<file path="config.mk">
export PLATFORM = sky130hd
export DESIGN_NAME = pac_dir_ctrl
export DESIGN_NICKNAME = d
export VERILOG_FILES = /design/src/rtl/pac_dir_ctrl.sv
export SDC_FILE = /design/constraint.sdc
export NUM_CORES = 1
export LEC_CHECK = 0
export ABC_AREA = 1
export BUFFER_PORTS_ARGS = -buffer_cell sky130_fd_sc_hd__buf_4
export CAP_MARGIN = 5
export CORE_ASPECT_RATIO = 0.7
export CORE_UTILIZATION = 25
export DETAILED_ROUTE_END_ITERATION = 8
export MAX_ROUTING_LAYER = met4
export PLACE_DENSITY = 0.39
export SYNTH_ARGS = -nofsm -noshare
export SYNTH_HDL_FRONTEND = slang
export SYNTH_SLANG_ARGS = --single-unit
</file>
<file path="constraint.sdc">
create_clock -name CLK -period 1.7 [get_ports CLK]
set_clock_uncertainty 0.05 [all_clocks]
set_input_delay 0.34 -clock CLK [delete_from_list [all_inputs] [get_ports CLK]]
set_output_delay 0.34 -clock CLK [all_outputs]
set_load 0.02 [all_outputs]
</file>
<file path="src/rtl/pac_dir_ctrl.sv">
// Pacman direction front end: debounced buttons feed a one-entry pre-turn
// queue that commits on the frame tick when grid-aligned or reversing.

module pac_dir_debounce #(
    parameter logic [15:0] DEBOUNCE_CYCLES = 16'd50000
) (
    input  logic clk,
    input  logic rst_n,
    input  logic btn,
    output logic press
);
    logic        sync1;
    logic        sync2;
    logic        state;
    logic        state_d;
    logic [15:0] cnt;

    always_ff @(posedge clk or negedge rst_n) begin
        if (!rst_n) begin
            sync1   <= 1'b0;
            sync2   <= 1'b0;
            state   <= 1'b0;
            state_d <= 1'b0;
            cnt     <= '0;
        end else begin
            sync1   <= btn;
            sync2   <= sync1;
            state_d <= state;
            // Any cycle where input matches the accepted state restarts the count
            if (sync2 != state) begin
                if (cnt == DEBOUNCE_CYCLES - 16'd1) begin
                    state <= ~state;
                    cnt   <= '0;
                end else begin
                    cnt <= cnt + 16'd1;
                end
            end else begin
                cnt <= '0;
            end
        end
    end

    assign press = state & ~state_d;
endmodule

module pac_dir_ctrl #(
    parameter logic [1:0]  UP              = 2'd0,
    parameter logic [1:0]  DOWN            = 2'd1,
    parameter logic [1:0]  LEFT            = 2'd2,
    parameter logic [1:0]  RIGHT           = 2'd3,
    parameter logic [1:0]  RESET_DIR       = 2'd2,
    parameter logic [15:0] DEBOUNCE_CYCLES = 16'd50000,
    parameter int          GRID_LOG2       = 4,
    parameter logic [3:0]  PENDING_FRAMES  = 4'd8
) (
    input  logic               CLK,
    input  logic               RESET_N,
    input  logic               BTN_UP,
    input  logic               BTN_DOWN,
    input  logic               BTN_LEFT,
    input  logic               BTN_RIGHT,
    input  logic signed [10:0] X_VGA,
    input  logic signed [10:0] Y_VGA,
    input  logic signed [10:0] PAC_X,
    input  logic signed [10:0] PAC_Y,
    output logic [1:0]         PAC_DIRECTION,
    output logic               PENDING_VALID,
    output logic [1:0]         PENDING_DIR
);
    // Button vector ordered by priority, index 0 highest
    logic [3:0] btn;
    logic [3:0] press;
    assign btn = {BTN_RIGHT, BTN_LEFT, BTN_DOWN, BTN_UP};

    pac_dir_debounce #(.DEBOUNCE_CYCLES(DEBOUNCE_CYCLES)) u_db [3:0] (
        .clk   (CLK),
        .rst_n (RESET_N),
        .btn   (btn),
        .press (press)
    );

    logic       press_any;
    logic [1:0] press_dir;

    always_comb begin
        press_any = |press;
        press_dir = RIGHT;
        if (press[0])      press_dir = UP;
        else if (press[1]) press_dir = DOWN;
        else if (press[2]) press_dir = LEFT;
    end

    logic frame_zero;
    logic zero_d;
    logic tick;
    assign frame_zero = (X_VGA == 11'sd0) && (Y_VGA == 11'sd0);
    assign tick       = frame_zero & ~zero_d;

    logic aligned;
    logic unused_hi;
    assign aligned   = (PAC_X[GRID_LOG2-1:0] == '0) && (PAC_Y[GRID_LOG2-1:0] == '0);
    assign unused_hi = ^{PAC_X[10:GRID_LOG2], PAC_Y[10:GRID_LOG2]};

    function automatic logic [1:0] reverse_of(input logic [1:0] d);
        logic [1:0] r;
        r = LEFT;
        if (d == UP)        r = DOWN;
        else if (d == DOWN) r = UP;
        else if (d == LEFT) r = RIGHT;
        return r;
    endfunction

    logic [3:0] expire_cnt;
    logic [3:0] expire_inc;
    logic       is_reverse;
    assign expire_inc = expire_cnt + 4'd1;
    assign is_reverse = (PENDING_DIR == reverse_of(PAC_DIRECTION));

    always_ff @(posedge CLK or negedge RESET_N) begin
        if (!RESET_N) begin
            PAC_DIRECTION <= RESET_DIR;
            PENDING_VALID <= 1'b0;
            PENDING_DIR   <= 2'd0;
            expire_cnt    <= '0;
            zero_d        <= 1'b0;
        end else begin
            zero_d <= frame_zero;
            if (tick && PENDING_VALID) begin
                if (PENDING_DIR == PAC_DIRECTION) begin
                    PENDING_VALID <= 1'b0;
                    PENDING_DIR   <= 2'd0;
                end else if (is_reverse || aligned) begin
                    PAC_DIRECTION <= PENDING_DIR;
                    PENDING_VALID <= 1'b0;
                    PENDING_DIR   <= 2'd0;
                end else begin
                    expire_cnt <= expire_inc;
                    if (expire_inc == PENDING_FRAMES) begin
                        PENDING_VALID <= 1'b0;
                        PENDING_DIR   <= 2'd0;
                    end
                end
            end
            // A fresh press overrides whatever the tick left in the queue
            if (press_any) begin
                PENDING_VALID <= 1'b1;
                PENDING_DIR   <= press_dir;
                expire_cnt    <= '0;
            end
        end
    end
endmodule

</file>
Yosys cells after proc, flatten, opt, wreduce, memory -nomap -nowiden
Index checks and enable logic that the tools add are counted.
{ "totals": {"regBits": 90, "output_inout_bits": 5, "elab_cells": 107} }
{ "classes": {"add_sub_neg": 5, "eq_ne": 15, "n_mux": 28, "bitwise": 15, "reduce_logical": 19} }
{ "op_table": {"columns": ["operator", "n"], "rows": [
  ["$mux W16", 8],
  ["$add A16 B1 Y16 const B", 4],
  ["$eq A16 B16 Y1 const B", 4],
  ["$logic_not A11 Y1", 2],
  ["$mux W2", 9],
  ["$mux W4", 4],
  ["$not A1 Y1", 10],
  ["$reduce_and A2 Y1", 5],
  ["$logic_not A4 Y1", 2],
  ["$mux W1", 7],
  ["$reduce_and A3 Y1", 2],
  ["$and A1 B1 Y1", 5],
  ["$add A4 B1 Y4 const B", 1],
  ["$eq A2 B2 Y1", 2],
  ["$eq A4 B4 Y1 const B", 1],
  ["$ne A1 B1 Y1", 4],
  ["$ne A2 B2 Y1 const B", 2],
  ["$reduce_bool A4 Y1", 1],
  ["$reduce_or A4 Y1", 1],
  ["$logic_and A1 B1 Y1", 3],
  ["$eq A2 B1 Y1 const B", 1],
  ["$eq A2 B2 Y1 const B", 1],
  ["$logic_not A2 Y1", 1],
  ["$reduce_bool A2 Y1", 1],
  ["$logic_or A1 B1 Y1", 1]
]} }

Logic depth before layout (Yosys ltp)
Gate-level depths: netlist of run 1.
{ "logic_depth": {"ltp_word": 10, "mapped_depth": 9, "mapped_depth_nobuf": 9} }

Cells and area by module
A second synthesis of run 1 with hierarchy kept.
{ "hier_totals": {"hier_cells": 622, "hier_area_um2": 4892.2} }
{ "by_module_without_submodules": {"columns": ["mod", "instances", "cells_each", "area_each_um2", "seq_area_each_um2"], "rows": [
  ["pac_dir_debounce at u_db[1] ...", 3, 134, 1062.3, 500.5],
  ["pac_dir_debounce at u_db[0]", 1, 131, 1072.3, 500.5],
  ["pac_dir_ctrl", 1, 89, 633.1, 251.5]
]} }

Least setup slack after synthesis of run 1
OpenSTA, ideal clock, no wires.
{ "synth_timing": {"kind": "flip-flop to flip-flop", "start": "register u_db[1].cnt[0]", "end": "register u_db[1].cnt[10]", "setup_time_ps": 88, "arrival_ps": 1237, "slack_ps": 325, "path_stages_with_launch": 9, "n_path_buf": 0, "synth_period_minus_slack_ps": 1375, "cell_sequence": "dfrtp_1 > ha_1 > nand2_1 > inv_1 > nand2_1 > nor2_1 > nand3_1 > nand2_2 > nor3b_1"} }
{ "synth_via": {"elab_chain_cells": 3, "elab_cells_between_ends": 4, "cone_classes": "add/sub (1); eq/ne (1); mux (2)"} }
{ "synth_lines": {"columns": ["item", "line", "rtl"], "rows": [
  ["from (decl)", "16", "logic [15:0] cnt;"],
  ["from (signal assigned)", "35", "cnt <= cnt + 16'd1;"],
  ["$add A16 B1 Y16 / $eq A16 B16 Y1 (equally long branches)", "35, 31", null],
  ["$mux W16 *", "31", "if (cnt == DEBOUNCE_CYCLES - 16'd1) begin"],
  ["$mux W16 *", "30", "if (sync2 != state) begin"]
]} }
Every way passes the cells marked *; elsewhere a longest branch is shown, timed or not.
A chain may end at the register's enable or synchronous reset.

Worst setup path in the final report of run 1
{ "layout_timing": {"start": "register u_db[2].cnt[0]", "end": "register u_db[2].cnt[14]"} }
{ "layout_via": {"elab_chain_cells": 3, "elab_cells_between_ends": 4, "cone_classes": "add/sub (1); eq/ne (1); mux (2)"} }
{ "layout_lines": {"columns": ["item", "line"], "rows": [
  ["from (decl)", "16"],
  ["from (signal assigned)", "35"],
  ["$add A16 B1 Y16 / $eq A16 B16 Y1 (equally long branches)", "35, 31"],
  ["$mux W16 *", "31"],
  ["$mux W16 *", "30"]
]} }
Marked as above.

==> reports/metrics.yaml, run 1 <==
tns_ps: 0
outcome: "complete, no violations"
finalInstanceArea_mm2: 0.00556
critPathRequiredTime_ps: 1920
clk_latency_ps: 340
yosys.area.top_type: "dfrtp_1"
drv_slew: 0
antenna_found_initial: 0
worst_pin_slew_ps: 410
gr-usage-all-layers_pct: 12.1
synthFlopType: "dfrtp_1"
slowest_stage: "dfrtp_1"
io_buffers: 40
synth.most_common_cell: "nor2_1"
synthArstFlopShare_pct: 100
numCtsBuffers: 9
grt.overflow.total: 0
io_pins: 55
pwr-share-comb_pct: 5.0
r2r-start: "u_db[2].cnt[0]"
rsz0062_at_grt: "false"
synth.net_count: 617
synth_cell_type_count: 30
routedWlPerCell_um: 11.6
die_height_um: 114
placed_area_mm2: 0.00520
netlist_area_mm2: 0.00452
ys_top_cells_by_area: "dfrtp_1, nor2_1, nand2_1"
holdPathEnd: "u_db[0].sync1"
postLayoutCoreUtil_pct: 31.9
cts_tree: "yes"
r2r_cells: 9
die-area_mm2: 0.0186
synthToLayoutAreaGrowth_pct: 23.1
num_rows: 40
maxSlewHeadroom_pct: 72.7
critPathMostFrequentCell: "nor2_1"
seq_area_frac_synth_pct: 49.9
switchingPower_uw: 949
fin_crit_ps: 1560
hp-class: "in -> reg"
clkPwrFrac_pct: 45.1
seq_power_share_pct: 49.9
die_width_um: 163
cts_buffer_depth: 2
core_mm2: 0.0174
drc: 0
htree_levels: 3
whs_path_depth: 1
hold_viol_final: 0
synth_top_area_share_pct: 49.3
cp_slowest_stage_delay_ps: 370
place_hpwl_um: 7460
synth_seq_cells: 90
synth_common_cells: "nor2_1, nand2_1, dfrtp_1, inv_1, nand3_1"
vias: 3626
powerDensity_mw_per_mm2: 792
synth-edff-count: 0
viasPerCell: 4.23
r2r-end: "u_db[2].cnt[14]"
drv_cap: 0
synth.avg_cell_area_um2: 8.04
grt_pass1_wl_um: 17200
cp_max_fo: 4
n_antenna_cell: 0
sw_frac_of_total_pct: 21.6
grt_max_degree: 46
num-nets-final: 678
gp_congestion: 0.858
worst_ep_arrival_time_ps: 1780
p_int_mw: 3.45
whs_ps: 55.5
fmaxAchievable_mhz: 640
fin_crit_sh_pct: 92.0
clkSinkCount: 90
crit_type: "reg -> reg"
ant_nets: 0
syn_inst: 562
clk_pin_slew_ps: 70
initial_core_util_pct: 25.9
drt_wl_total_um: 9930
start_kind: "flip-flop"
setup_viol: 0
yosys_warnings: 0
leakagePower_nw: 2.43
path_cells: "ha_1 > nand3_2 > nor2_4 > nand2_2 > nor2_2 > nand2_1 > nor2_1 > nor2_1 > nor2_1"
drive_above_1_share_pct: 16.3
peakVddDrop_mv: 0.336
first_pass_iters: 6
rrSetupSlack_ps: 140
cp-end-kind: "flip-flop"
first_global_vias: 3504
min_from: "BTN_UP"
drtIter0Drc: 153
clockRootBuffer: "clkbuf_16"
## power by group through the flow
| stage | combinational [mW] | sequential (mW) | clock [mW] |
|---|---|---|---|
| finish | 0.220 | 2.20 | 1.98 |
| global route | 0.255 | 2.20 | 2.17 |
| CTS | 0.224 | 2.20 | 2.09 |
| detailed placement | 0.222 | 2.24 | 0 |
| global placement | 0.219 | 2.24 | 0 |
| floorplan | 0.0748 | 2.23 | 0 |
## area by class of cell
| type | instances | area [um^2] |
|---|---|---|
| Fill cell | 1868 | 11900 |
| Sequential cell | 90 | 2250 |
| Multi-Input combinational cell | 400 | 2040 |
| Timing Repair Buffer | 50 | 415 |
| Tap cell | 231 | 289 |
| Inverter | 72 | 270 |
| Clock buffer | 13 | 250 |
| Clock inverter | 2 | 37.5 |
## worst max-delay path: cells and delay by family (launching register included)
kind                       cells  cell delay [ps]
and+or+nand+nor                8              860
DFF                            1              370
adders and majority gates      1              210
## per-stage QoR
| step | worst slack, ps | power (mW) | instances |
|---|---|---|---|
| after detailed placement | 81.1 | 2.46 | 841 |
| after global placement | 114 | 2.46 | 841 |
| after floorplan | 325 | 2.31 | 562 |
| final | 137 | 4.40 | 858 |
| after global routing | 9.63 | 4.62 | 858 |
| after CTS | 65.4 | 4.51 | 857 |
## cell families after synthesis
| kind of cell | after synthesis | synth area share (%) |
|---|---|---|
| compound gates | 27 | 3.52 |
| flops | 90 | 49.9 |
| simple gates | 343 | 34.4 |
| xor+xnor | 25 | 4.85 |
| buf+inv | 72 | 5.98 |
| fa+ha+maj | 5 | 1.39 |
## metal layers
layer | global-route usage [%] | wire, um | share of wire [%] | vias to the layer above
li1 | - | - | - | 1900
met1 | 17.9 | 5680 | 57 | 1644
met2 | 15.9 | 3650 | 37 | 70
met3 | 2.75 | 482 | 4.9 | 12
met4 | 3.74 | 119 | 1.2 | 0
met5 | - | 0 | 0 | -
## placed cells by master (no fill, tap or decap), types with 2 or more instances in the layout
cell / n
nand3b_1: 2
a21oi_2: 2
or2_2: 3
nand3_2: 5
buf_12: 3
nand4_1: 8
inv_1: 69
nor3_2: 2
nand3_1: 35
clkbuf_16: 9
nor2_4: 4
nor3b_1: 6
a21oi_1: 9
o21ai_1: 6
clkbuf_1: 3
nand2_1: 109
buf_4: 46
nor3_1: 32
a31oi_1: 2
nor2_1: 115
o21ai_0: 4
a41oi_1: 2
nor2_2: 9
or2_0: 3
nand2_2: 5
xnor2_1: 6
dfrtp_1: 89
ha_1: 4
nor3_4: 2
xor2_1: 19
inv_2: 3
## worst max-delay path by stage
stage              startpoint         endpoint  cells after the start
2_1_floorplan  u_db[1].cnt[0]  u_db[1].cnt[10]                      8
3_3_place_gp   u_db[3].cnt[0]  u_db[3].cnt[14]                      7
3_5_place_dp   u_db[3].cnt[0]  u_db[3].cnt[14]                      8
4_1_cts        u_db[3].cnt[0]  u_db[3].cnt[14]                      7
5_1_grt        u_db[1].cnt[0]    u_db[1].state                      9
6_report       u_db[2].cnt[0]  u_db[2].cnt[14]                      9
## state kept, by name, summed over array words and instances, names as in the netlist
register       flops
zero_d             1
expire_cnt         4
PAC_DIRECTION      2
PENDING_VALID      1
u_db.sync1         4
u_db.state_d       4
u_db.state         4
u_db.cnt          64
PENDING_DIR        2
u_db.sync2         4
## timing repair
action | in CTS | in global routing
buffers inserted | 0 | 1
endpoints found under the setup margin | 0 | 15
hold buffers | 1 | 0
gates resized for setup | 0 | 13
hold endpoints to repair | 19 | 0
Power figures use the tool's default switching activity.
==> run 2, diff against run 1 <==
--- a/config.mk
+++ b/config.mk
@@ -8,11 +8,13 @@
 export ABC_AREA = 1
 export BUFFER_PORTS_ARGS = -buffer_cell sky130_fd_sc_hd__buf_4
 export CAP_MARGIN = 5
+export CELL_PAD_IN_SITES_DETAIL_PLACEMENT = 1
+export CELL_PAD_IN_SITES_GLOBAL_PLACEMENT = 2
 export CORE_ASPECT_RATIO = 0.7
 export CORE_UTILIZATION = 25
 export DETAILED_ROUTE_END_ITERATION = 8
 export MAX_ROUTING_LAYER = met4
-export PLACE_DENSITY = 0.39
+export PLACE_DENSITY = 0.59
 export SYNTH_ARGS = -nofsm -noshare
 export SYNTH_HDL_FRONTEND = slang
 export SYNTH_SLANG_ARGS = --single-unit
==> reports/metrics.yaml, run 2 (synthesis gave the netlist of run 1 again) <==
outcome: "complete, no violations"
fillers: 2090
place_hpwl_um: 8600
clk_latency_ps: 350
antenna_found_initial: 0
cts_tree: "yes"
die-area_mm2: 0.0186
final_common_cell: "nor2_1"
final_cells: 867
drive_above_1_share_pct: 17.0
placed_area_mm2: 0.00526
viasPerCell: 4.35
largest_reg_flops: 64
top_register: "u_db.cnt"
path_buf_inv: 1
drt_wl_total_um: 11300
io_buffers: 40
num-nets-final: 686
num_rows: 40
cp_max_fo: 7
clockRootBuffer: "clkbuf_16"
setup_viol: 0
vias: 3774
grt_pass1_wl_um: 19400
maxSlewHeadroom_pct: 71.2
n_antenna_cell: 0
drc: 0
start_kind: "flip-flop"
critPathRequiredTime_ps: 1900
htree_levels: 3
cp_slowest_stage_delay_ps: 410
grt.overflow.total: 0
drtIter0Drc: 176
fmaxAchievable_mhz: 637
placed_cells: 848
hold_viol_final: 0
peakVddDrop_mv: 0.379
grt_max_degree: 39
initial_core_util_pct: 25.9
numCtsBuffers: 9
synthToLayoutAreaGrowth_pct: 23.9
die_height_um: 114
ant_nets: 0
clk_pin_slew_ps: 60
rsz0062_at_grt: "true"
crit_type: "reg -> reg"
clkSinkCount: 90
worst_ep_arrival_time_ps: 1770
first_global_vias: 3966
first_pass_iters: 4
cp-end-kind: "flip-flop"
gp_congestion: 0.777
drv_slew: 0
worst_pin_slew_ps: 432
cts_buffer_depth: 2
hp-class: "in -> reg"
die_width_um: 163
fin_crit_sh_pct: 92.3
finalInstanceArea_mm2: 0.00560
slowest_stage: "dfrtp_1"
gr-usage-all-layers_pct: 13.8
path_cells: "ha_1 > nand2_1 > nor2_2 > nand3b_1 > nand2_2 > buf_12 > nor3b_1"
powerDensity_mw_per_mm2: 759
routedWlPerCell_um: 13.1
power_mw: 4.25
path_delay_family: "simple AND/OR/NAND/NOR gates"
io_pins: 55
core_mm2: 0.0174
drv_cap: 0
mostFrequentLayoutCells: "nor2_1, nand2_1, dfrtp_1"
fin_crit_ps: 1570
leakagePower_nw: 2.46
-- run 2: worst register-to-register path, cell delays in order, from the launching register on --
cell      delay, ps
dfrtp_1         410
ha_1            240
nand2_1         120
nor2_2           60
nand3b_1        150
nand2_2         120
buf_12          160
nor3b_1         180
-- run 2: path summary, 6_finish.rpt --
check	start	to	slack, ps	cells after the start
min	BTN_RIGHT	u_db[3].sync1	50	1
max reg2reg	u_db[3].cnt[0]	u_db[3].cnt[9]	130	7
max	u_db[3].cnt[0]	u_db[3].cnt[9]	130	7
min in group asynchronous	RESET_N	u_db[2].cnt[9]	370	2
min reg2reg	u_db[1].sync1	u_db[1].sync2	290	0
max in group asynchronous	RESET_N	PAC_DIRECTION[1]	670	3
-- run 2: layout make-up --
cell class	count	area (um^2)	share of cell area [%]
clock buffers	12	236	4.23
repair buffers	58	475	8.50
clock inverters	4	20.0	0.358
multi-input cells	400	2050	36.7
flip-flops and latches	90	2250	40.3
inverters	72	270	4.83
well taps	231	289	5.17
-- run 2: power breakdown --
group	switching [mW]	internal, mW
clock network	0.836	0.983
logic	0.121	0.105
registers	0.0264	2.17
total	0.984	3.26
-- run 2: what timing repair did --
item | in CTS | in global routing
gates resized for setup | 0 | 11
hold buffers | 1 | 0
setup endpoints to repair | 0 | 9
setup buffers | 0 | 2
endpoints found under the hold margin | 16 | 0
-- run 2: metrics by stage --
stage | util, % | hold WS (ps) | worst slack [ps] | TNS, ps
after detailed placement | 30.2 | 194 | 37.5 | 0
final | 32.1 | 50.4 | 131 | 0
after CTS | 31.7 | 30.2 | 66.8 | 0
after global routing | 32.1 | 28.3 | -56.8 | -111
after global placement | 30.2 | 190 | 81.1 | 0
after floorplan | - | -5.59 | 325 | 0
-- run 2: routing by layer --
| layer | up-vias | GRT usage (%) | part of all wire, % |
|---|---|---|---|
| met2 | 55 | 20.1 | 41 |
| met3 | 9 | 3.33 | 4.3 |
| met5 | - | - | 0 |
| met1 | 1792 | 18.8 | 54 |
| met4 | 0 | 4.49 | 1.1 |
| li1 | 1918 | - | - |
